$ cat src/rtl/led_frame_fetcher.sv
`default_nettype none
// ============================================================================
//  Module   : led_frame_fetcher
//  Purpose  : Read-side scheduler for the LED frame buffer. Walks the frame in
//             RAM row by row and issues byte reads on one arbiter requester
//             port, with a bounded number of reads in flight. Returned bytes
//             fill one half of a ping-pong row buffer. Completed rows are
//             handed to the HUB75 scan driver with a valid/done handshake.
//  Ports    :
//    clk, reset           system clock; synchronous active-high reset
//    enable               run the fetch loop
//    frame_base           frame buffer start address, sampled at row 0
//    mem_address          read request address (registered)
//    mem_wr, mem_data     write path, tied to 0 (read-only requester)
//    mem_data_in_ready    one-cycle request strobe (registered)
//    mem_fifo_full        arbiter backpressure for this port
//    mem_data_out         returned byte
//    mem_data_out_ready   returned byte valid
//    disp_row_valid       display bank holds a complete row (registered)
//    disp_row             row index held by the display bank (registered)
//    disp_rd_addr         byte index read by the display side
//    disp_rd_data         display bank byte, one cycle after disp_rd_addr
//    disp_row_done        display has released its bank (one-cycle pulse)
//    frame_done           one-cycle pulse when the last row of a frame lands
//  Revision : 1.0  initial release
// ============================================================================
module led_frame_fetcher #(
  parameter int ADDRESS_WIDTH   = 25,
  parameter int COLUMNS         = 64,
  parameter int ROWS            = 32,
  parameter int BYTES_PER_PIXEL = 3,
  parameter int MAX_OUTSTANDING = 4
) (
  input  logic                                        clk,
  input  logic                                        reset,
  input  logic                                        enable,
  input  logic [ADDRESS_WIDTH-1:0]                    frame_base,
  output logic [ADDRESS_WIDTH-1:0]                    mem_address,
  output logic                                        mem_wr,
  output logic [7:0]                                  mem_data,
  output logic                                        mem_data_in_ready,
  input  logic                                        mem_fifo_full,
  input  logic [7:0]                                  mem_data_out,
  input  logic                                        mem_data_out_ready,
  output logic                                        disp_row_valid,
  output logic [$clog2(ROWS)-1:0]                     disp_row,
  input  logic [$clog2(COLUMNS*BYTES_PER_PIXEL)-1:0]  disp_rd_addr,
  output logic [7:0]                                  disp_rd_data,
  input  logic                                        disp_row_done,
  output logic                                        frame_done
);

  localparam int ROW_BYTES = COLUMNS * BYTES_PER_PIXEL;
  localparam int ROW_W     = $clog2(ROWS);
  localparam int IDX_W     = $clog2(ROW_BYTES + 1);   // must hold ROW_BYTES itself
  localparam int CRD_W     = $clog2(MAX_OUTSTANDING + 1);
  localparam int BUF_DEPTH = 2 * ROW_BYTES;
  localparam int BUF_AW    = $clog2(BUF_DEPTH);

  localparam logic [IDX_W-1:0]         C_ROW_BYTES  = IDX_W'(ROW_BYTES);
  localparam logic [IDX_W-1:0]         C_LAST_IDX   = IDX_W'(ROW_BYTES - 1);
  localparam logic [CRD_W-1:0]         C_MAX_OUT    = CRD_W'(MAX_OUTSTANDING);
  localparam logic [ROW_W-1:0]         C_LAST_ROW   = ROW_W'(ROWS - 1);
  localparam logic [ADDRESS_WIDTH-1:0] C_ROW_STRIDE = ADDRESS_WIDTH'(ROW_BYTES);
  localparam logic [BUF_AW-1:0]        C_BANK1_OFS  = BUF_AW'(ROW_BYTES);

  typedef enum logic [1:0] {
    ST_IDLE      = 2'd0,
    ST_FETCH     = 2'd1,
    ST_WAIT_BANK = 2'd2
  } state_t;

  state_t state;
  state_t next_state;

  logic                     r_fill_bank;
  logic [ROW_W-1:0]         r_row;
  logic [ADDRESS_WIDTH-1:0] r_row_base;
  logic [IDX_W-1:0]         r_req_idx;
  logic [IDX_W-1:0]         r_ret_idx;
  logic [CRD_W-1:0]         r_outstanding;
  logic [7:0]               r_row_buf [BUF_DEPTH];

  logic                     w_start;
  logic                     w_issue;
  logic                     w_ret_accept;
  logic                     w_swap;
  logic [BUF_AW-1:0]        w_wr_ptr;
  logic [BUF_AW-1:0]        w_rd_ptr;
  logic                     w_rd_in_range;

  assign mem_wr   = 1'b0;
  assign mem_data = 8'd0;

  // A return with nothing in flight cannot belong to us; drop it.
  assign w_ret_accept = mem_data_out_ready && (r_outstanding != '0);

  // Bank 0 occupies buffer entries [0, ROW_BYTES), bank 1 the next ROW_BYTES.
  // The fill side writes r_fill_bank, the display side reads the other one.
  assign w_wr_ptr      = r_fill_bank ? (C_BANK1_OFS + BUF_AW'(r_ret_idx)) : BUF_AW'(r_ret_idx);
  assign w_rd_ptr      = r_fill_bank ? BUF_AW'(disp_rd_addr) : (C_BANK1_OFS + BUF_AW'(disp_rd_addr));
  assign w_rd_in_range = BUF_AW'(disp_rd_addr) < C_BANK1_OFS;

  // --------------------------------------------------------------------------
  // State register
  // --------------------------------------------------------------------------
  always_ff @(posedge clk) begin
    if (reset) begin
      state <= ST_IDLE;
    end else begin
      state <= next_state;
    end
  end

  // --------------------------------------------------------------------------
  // Next-state and control strobes
  // --------------------------------------------------------------------------
  always_comb begin
    next_state = state;
    w_start    = 1'b0;
    w_issue    = 1'b0;
    w_swap     = 1'b0;

    unique case (state)
      ST_IDLE: begin
        if (enable) begin
          w_start    = 1'b1;
          next_state = ST_FETCH;
        end
      end

      ST_FETCH: begin
        w_issue = (r_req_idx < C_ROW_BYTES) &&
                  (r_outstanding < C_MAX_OUT) &&
                  !mem_fifo_full;
        if (w_ret_accept && (r_ret_idx == C_LAST_IDX)) begin
          // Final byte of the row: hand it over now if the display bank is
          // free (or being freed this very cycle), otherwise park.
          if (!disp_row_valid || disp_row_done) begin
            w_swap     = 1'b1;
            next_state = enable ? ST_FETCH : ST_IDLE;
          end else begin
            next_state = ST_WAIT_BANK;
          end
        end
      end

      ST_WAIT_BANK: begin
        if (disp_row_done) begin
          w_swap     = 1'b1;
          next_state = enable ? ST_FETCH : ST_IDLE;
        end
      end

      default: begin
        next_state = ST_IDLE;
      end
    endcase
  end

  // --------------------------------------------------------------------------
  // Row buffer write port. No reset: contents are only exposed after a full
  // row has been written.
  // --------------------------------------------------------------------------
  always_ff @(posedge clk) begin
    if (!reset && w_ret_accept) begin
      r_row_buf[w_wr_ptr] <= mem_data_out;
    end
  end

  // --------------------------------------------------------------------------
  // Datapath: request generation, credit counter, row sequencing, handshake
  // --------------------------------------------------------------------------
  always_ff @(posedge clk) begin
    if (reset) begin
      r_fill_bank       <= 1'b0;
      r_row             <= '0;
      r_row_base        <= '0;
      r_req_idx         <= '0;
      r_ret_idx         <= '0;
      r_outstanding     <= '0;
      mem_address       <= '0;
      mem_data_in_ready <= 1'b0;
      disp_row_valid    <= 1'b0;
      disp_row          <= '0;
      frame_done        <= 1'b0;
      disp_rd_data      <= 8'd0;
    end else begin
      mem_data_in_ready <= w_issue;
      frame_done        <= 1'b0;
      disp_rd_data      <= w_rd_in_range ? r_row_buf[w_rd_ptr] : 8'd0;

      if (w_issue) begin
        mem_address <= r_row_base + ADDRESS_WIDTH'(r_req_idx);
        r_req_idx   <= r_req_idx + IDX_W'(1);
      end

      // Issue and return in the same cycle cancel out.
      unique case ({w_issue, w_ret_accept})
        2'b10:   r_outstanding <= r_outstanding + CRD_W'(1);
        2'b01:   r_outstanding <= r_outstanding - CRD_W'(1);
        default: r_outstanding <= r_outstanding;
      endcase

      if (w_ret_accept) begin
        r_ret_idx <= r_ret_idx + IDX_W'(1);
      end

      if (w_start) begin
        r_row      <= '0;
        r_row_base <= frame_base;
        r_req_idx  <= '0;
        r_ret_idx  <= '0;
      end

      if (w_swap) begin
        r_fill_bank    <= ~r_fill_bank;
        disp_row_valid <= 1'b1;
        disp_row       <= r_row;
        r_req_idx      <= '0;
        r_ret_idx      <= '0;
        if (r_row == C_LAST_ROW) begin
          r_row      <= '0;
          r_row_base <= frame_base;
          frame_done <= 1'b1;
        end else begin
          r_row      <= r_row + ROW_W'(1);
          r_row_base <= r_row_base + C_ROW_STRIDE;
        end
      end else if (disp_row_done) begin
        disp_row_valid <= 1'b0;
      end
    end
  end

endmodule
`default_nettype wire

$ cat config.mk
export PLATFORM = sky130hd
export DESIGN_NAME = led_frame_fetcher
export DESIGN_NICKNAME = d
export VERILOG_FILES = /design/src/rtl/led_frame_fetcher.sv
export SDC_FILE = /design/constraint.sdc
export NUM_CORES = 2
export LEC_CHECK = 0
export ABC_AREA = 0
export CORE_ASPECT_RATIO = 1.5
export CORE_MARGIN = 2
export CORE_UTILIZATION = 30
export DETAILED_ROUTE_END_ITERATION = 16
export SLEW_MARGIN = 20
export SYNTH_ARGS = -nofsm -noshare
export SYNTH_HDL_FRONTEND = slang
export SYNTH_SLANG_ARGS = --single-unit
$ cat constraint.sdc
create_clock -name clk -period 5.6 [get_ports clk]
set_input_delay 0.56 -clock clk [delete_from_list [all_inputs] [get_ports clk]]
set_output_delay 0.56 -clock clk [all_outputs]
set_load 0.01 [all_outputs]
== Word-level counts from Yosys, hierarchy flattened ==
Memory sizes are Yosys's and may differ from the RTL's. A register that Yosys moved wholly into a read port is not among the register bits.
Cells that the tools add are included.

* Flip-flop bits (word level): 85
* Bits in latches: 0
* RAM bits: 3,072
* ROM bits: 0
* Input bits: 47
* Output and inout bits: 50
* Word-level logic and storage cells: 82
* Memories kept: 1

* Add/subtract/negate cells: 9
* Multipliers: 0
* Div/mod/pow operators: 0
* Magnitude comparators: 3
* Equality and inequality tests: 9
* Shifts and indexed selects: 0
* Mux-type cells: 27
* Bitwise logic cells: 3
* Reductions and logical operators: 18

{| class="wikitable"
|+ Memory list
! memory !! depth !! bits a word !! read ports !! clocked after memory_dff !! wr ports !! RTL line !! source
|-
| r_row_buf || 384 || 8 || 1 || 1 || 1 || 82 || <nowiki>logic [7:0] r_row_buf [BUF_DEPTH];</nowiki>
|}

{| class="wikitable"
|+ Operator list
! operator !! number
|-
| $mux 25 || 3
|-
| $add 25x8->25 || 1
|-
| $add 25x8->25 const B || 1
|-
| $add 8x8->9 const A || 2
|-
| $mux 9 || 2
|-
| $add 8x1->8 const B || 2
|-
| $lt 8x8->1 const B || 2
|-
| $mux 5 || 3
|-
| $mux 1 || 12
|-
| $eq 8x8->1 const B || 1
|-
| $mux 2 || 4
|-
| $ne 2x2->1 const B || 3
|-
| $pmux 2 s3 || 1
|-
| $pmux 3 s2 || 1
|-
| $reduce_bool 2->1 || 3
|-
| $add 5x1->5 const B || 1
|-
| $eq 5x5->1 const B || 1
|-
| $logic_and 1x1->1 || 5
|-
| $eq 2x1->1 const B || 2
|-
| $eq 2x2->1 const B || 2
|-
| $reduce_or 2->1 || 2
|-
| $add 3x1->3 const B || 1
|-
| $logic_not 1->1 || 3
|-
| $lt 3x3->1 const B || 1
|-
| other kinds (8) || 10
|}

== Longest topological paths before layout ==
* Depth after elaboration: 7
* Depth in mapped cells: 13
* Gate-level depth less buffers: 10

== Worst setup path before layout ==
Ideal clock, no wire load.

* Path type: input to register
* From: in disp_rd_addr[1]
* To: reg disp_rd_data[1], read port of r_row_buf
* Data arrival time: 2,958 ps
* Required time: 5,470 ps
* Slack: 2,512 ps
* Stages on the path: 11
* Cell sequence: buf_2 -> buf_4 -> buf_2 -> buf_2 -> buf_1 -> mux4_2 -> mux4_2 -> a22oi_1 -> nand3_1 -> a22oi_1 -> o31ai_1

* Word-level cells in the longest chain between the ends: 3

{| class="wikitable"
|+ RTL lines
! element !! RTL line !! source
|-
| start: declaration || 47 || <nowiki>input logic [$clog2(COLUMNS*BYTES_PER_PIXEL)-1:0] disp_rd_addr,</nowiki>
|-
| $lt 8x8->1 || 102 || <nowiki>assign w_rd_in_range = BUF_AW'(disp_rd_addr) < C_BANK1_OFS;</nowiki>
|-
| $not 1->1 (no line) || n/a ||
|-
| $reduce_or 2->1 (no line) || n/a ||
|-
| end: declaration || 48 || <nowiki>output logic [7:0] disp_rd_data,</nowiki>
|}

Parallel ways exist; a longest one is shown, timed or not.
A chain may end at the register's enable or synchronous reset.

== Worst setup path in the final report ==
* From: reg r_fill_bank
* To: reg disp_rd_data[2], read port of r_row_buf

* Word-level cells in the longest chain between the ends: 1

{| class="wikitable"
|+ RTL lines
! element !! RTL line !! source
|-
| start: declaration || 76 || <nowiki>logic r_fill_bank;</nowiki>
|-
| start signal: assignment || 217 || <nowiki>r_fill_bank <= ~r_fill_bank;</nowiki>
|-
| $mux 9 || 101 || <nowiki>assign w_rd_ptr = r_fill_bank ? BUF_AW'(disp_rd_addr) : (C_BANK1_OFS + BUF_AW'(disp_rd_addr));</nowiki>
|}

Every way passes these cells.

==> results_dict.tcl <==
set metrics [dict create \
    clk_sink_count 3165 \
    cts_made_buffers 303 \
    clock_power_share_pct 42.0 \
    avgViaCountPerCell 5.23 \
    core_region_area_sq_um 410000 \
    yosys.area_share.simple_pct 3.27 \
    synth.ff_latch_count 3165 \
    power_density_cells_nw_per_um2 351 \
    cts_setup_buffers 0 \
    seq_power_share_pct 52.5 \
    critical_path_endpoint_category "flop" \
    cap_viol_max_count 0 \
    layout.cells.non_filler 11700 \
    clk_pin_slew_ns 0.06 \
    synthAdderAreaFrac_pct 0.285 \
    min-delay-path-class "primary input to flop" \
    area_growth_syn_to_layout_pct 14.4 \
    ctsHoldBuffers 0 \
    worst_slew_pin_slew_ns 1.22 \
    drc 0 \
    slew_violations 0 \
    antenna_found_initial 14 \
    grt_pass1_wl_um 492000 \
    synthDominantCellAreaShare_pct 74.6 \
    worst-setup-path-type "flop to flop" \
    post-route-util_pct 34.5 \
    ioPinCount 97 \
    synth_warn 0 \
    post-synth-top-area-cell "edfxtp_1" \
    cts_tree "built" \
    ys_top_cells_by_area "edfxtp_1 75%, mux4_2 15%, nor2_1 1.5%" \
    switching_share_pct 21.7 \
    post_dp_cell_area_sq_um 132000 \
    most_used_standard_cell_by_instance_count_after_synthesis "edfxtp_1" \
    vdd_ir_drop_max_uv 248 \
    vias 61200 \
    globalplace.congestion 0.853 \
    p_sw_mw 10.8 \
    globalRoute.totalOverflow 0 \
    crit_path_start_kind "flop" \
    horizontal_die_dimension_um 528 \
    wl_per_cell_um 30.0 \
    nNetsFinal 6185 \
    worstPathMaxFanout 38 \
    synthTopCellsByCount "3072 x edfxtp_1, 842 x mux4_2, 498 x nor2_1, 182 x nand2_1, 181 x clkbuf_1" \
    report.final.setup_viol 0 \
    hold_viol_final 0 \
    synth_cell_types 81 \
    arrival_ns 5.48 \
    htree_levels 5 \
    final_design_area_no_fill_sq_um 142000 \
    post-route-period-util_pct 84.1 \
    internal_power_mw 38.8 \
    die_height_um 790 \
    clock_insertion_delay_worst_skew_ns 0.93 \
    grt_start_max_net_pins 180 \
    cts_resized 0 \
    ys_seq_area_share_pct 76.1 \
    antenna_left 0 \
    cts-root-buf "clkbuf_16" \
    grt_use_total_pct 16.4 \
    postSynthCellCount 5899 \
    detailedPlacementHpwl_um 223000 \
    fp.dieArea_sq_um 418000 \
    post_synth_mux_area_share_pct 16.1 \
    fmaxAchievable_ghz 0.212 \
    initial_utilization_pct 30.1 \
    finalWorstPathRequiredPeriod_ns 4.71 \
    routed_wirelength_um 351000 \
    synth_edf_count 3072 \
    crit_required_ns 6.37 \
    dpl.cell_count 11200 \
    max-clock-path-buffers 4 \
    detailedRoute.firstIterationViolations 6492 \
    drt_pre_antenna_iters 5 \
    rsz0062_at_grt "no" \
    maxSlewHeadroom_pct 17.4 \
    combinational_family_with_the_most_area_after_synthesis "multiplexers" \
    synth_async_sr_flop_share_pct 0 \
    grt_pass1_vias 63300 \
    power.share.combinational_pct 5.5 \
    ys.flop_type "edfxtp_1" \
    synth_compound_area_share_pct 2.36 \
    place.port_buffers 87 \
    netlist_area_sq_um 124000 \
    synthXorXnorAreaFrac_pct 0.269 \
    leak_nw 42.8 \
    fin_worst_skew_ns 0.105 \
    post_route_cells_drive_above_1_share_pct 24.2 \
    rows 288 \
    syn_avg_cell_area_sq_um 21.0 \
    outcome "finished clean" \
]
==> per-stage QoR <==
step / power, mW / TNS (ns) / hold WS (ns) / worst slack, ns
2_1_floorplan: 27.9 / 0 / 0.449 / 2.51
3_3_place_gp: 29.2 / -0.605 / 0.447 / -0.605
3_5_place_dp: 29.3 / 0 / 0.449 / 0.506
4_1_cts: 49.9 / 0 / 0.0386 / 1.11
5_1_grt: 50.8 / 0 / 0.0536 / 1.09
6_report: 49.6 / 0 / 0.0886 / 0.891
==> cell families (layout without fill, tap and decap cells) <==
logic type	count (synthesis)	in the layout
multiplexers	932	932
AO/OA/AOI/OAI	418	418
adder cells (fa/ha/maj)	27	27
buffers and inverters	390	815
AND/OR/NAND/NOR	928	928
flip-flops	3165	3165
other	1	20
XOR/XNOR	38	38
==> layout by cell type (no fill, tap or decap), drive strengths merged, types with 43 or more instances in the layout <==
cell and instances:
nor2 498, dfxtp 93, a21oi 84, clkbuf 359, nand2 182, nor3 45
clkdlybuf4s50 72, nand3 48, mux2i 70, a211oi 43, clkinv 105, buf 188
mux4 846, a22oi 79, edfxtp 3072
==> cell type report <==
| type | instances | area (sq um) |
|---|---|---|
| multi-input cells | 2352 | 27900 |
| repair buffers | 260 | 2840 |
| flip-flops and latches | 3165 | 94100 |
| diodes | 11 | 27.5 |
| clock buffers | 359 | 8000 |
| clock inverters | 167 | 1840 |
| fillers | 37700 | 269000 |
| well taps | 5365 | 6710 |
| inverters | 29 | 109 |
==> state kept, by name, summed over array words and instances (netlist names), 5 cells and up <==
name	count
disp_rd_data	8
disp_row	5
mem_address	25
r_req_idx	8
r_ret_idx	8
r_row	5
r_row_base	25
r_row_buf	3072
==> critical path, stage by stage, from the launching register on <==
cell,delay (ns)
dfxtp_1,0.95
xor2_4,0.47
buf_4,0.81
nand2_2,0.71
o21ai_0,0.38
a211oi_1,0.12
nor3_1,0.63
or4b_1,0.50
==> power groups by stage <==
stage          registers (mW)  clock network [mW]  logic [mW]
3_5_place_dp             26.6                   0        2.72
3_3_place_gp             26.6                   0        2.67
6_report                 26.1                20.8        2.70
4_1_cts                  26.1                21.2        2.73
2_1_floorplan            26.6                   0        1.35
5_1_grt                  26.1                21.9        2.81
==> worst paths after layout <==
kind / from / endpoint / slack, ns / cells past startpoint
worst min register to register: mem_address[3]$_SDFFE_PP0P_ / mem_address[3]$_SDFFE_PP0P_ / 0.46 / 2
worst min-delay path: reset / r_fill_bank$_SDFFE_PP0N_ / 0.09 / 2
worst max register to register: r_fill_bank$_SDFFE_PP0N_ / disp_rd_data[2]$_SDFF_PP0_ / 0.89 / 7
worst max-delay path: r_fill_bank$_SDFFE_PP0N_ / disp_rd_data[2]$_SDFF_PP0_ / 0.89 / 7
==> per-layer routing <==
metal | global-route usage [%] | share of wire (%) | up-vias
li1 | - | - | 24900
met1 | 18.2 | 34 | 32900
met2 | 29.8 | 53 | 2665
met3 | 2.38 | 6.3 | 672
met4 | 9.74 | 6.7 | 8
met5 | 0 | 0.015 | -
Note: power is estimated with default switching activity, not from simulation.
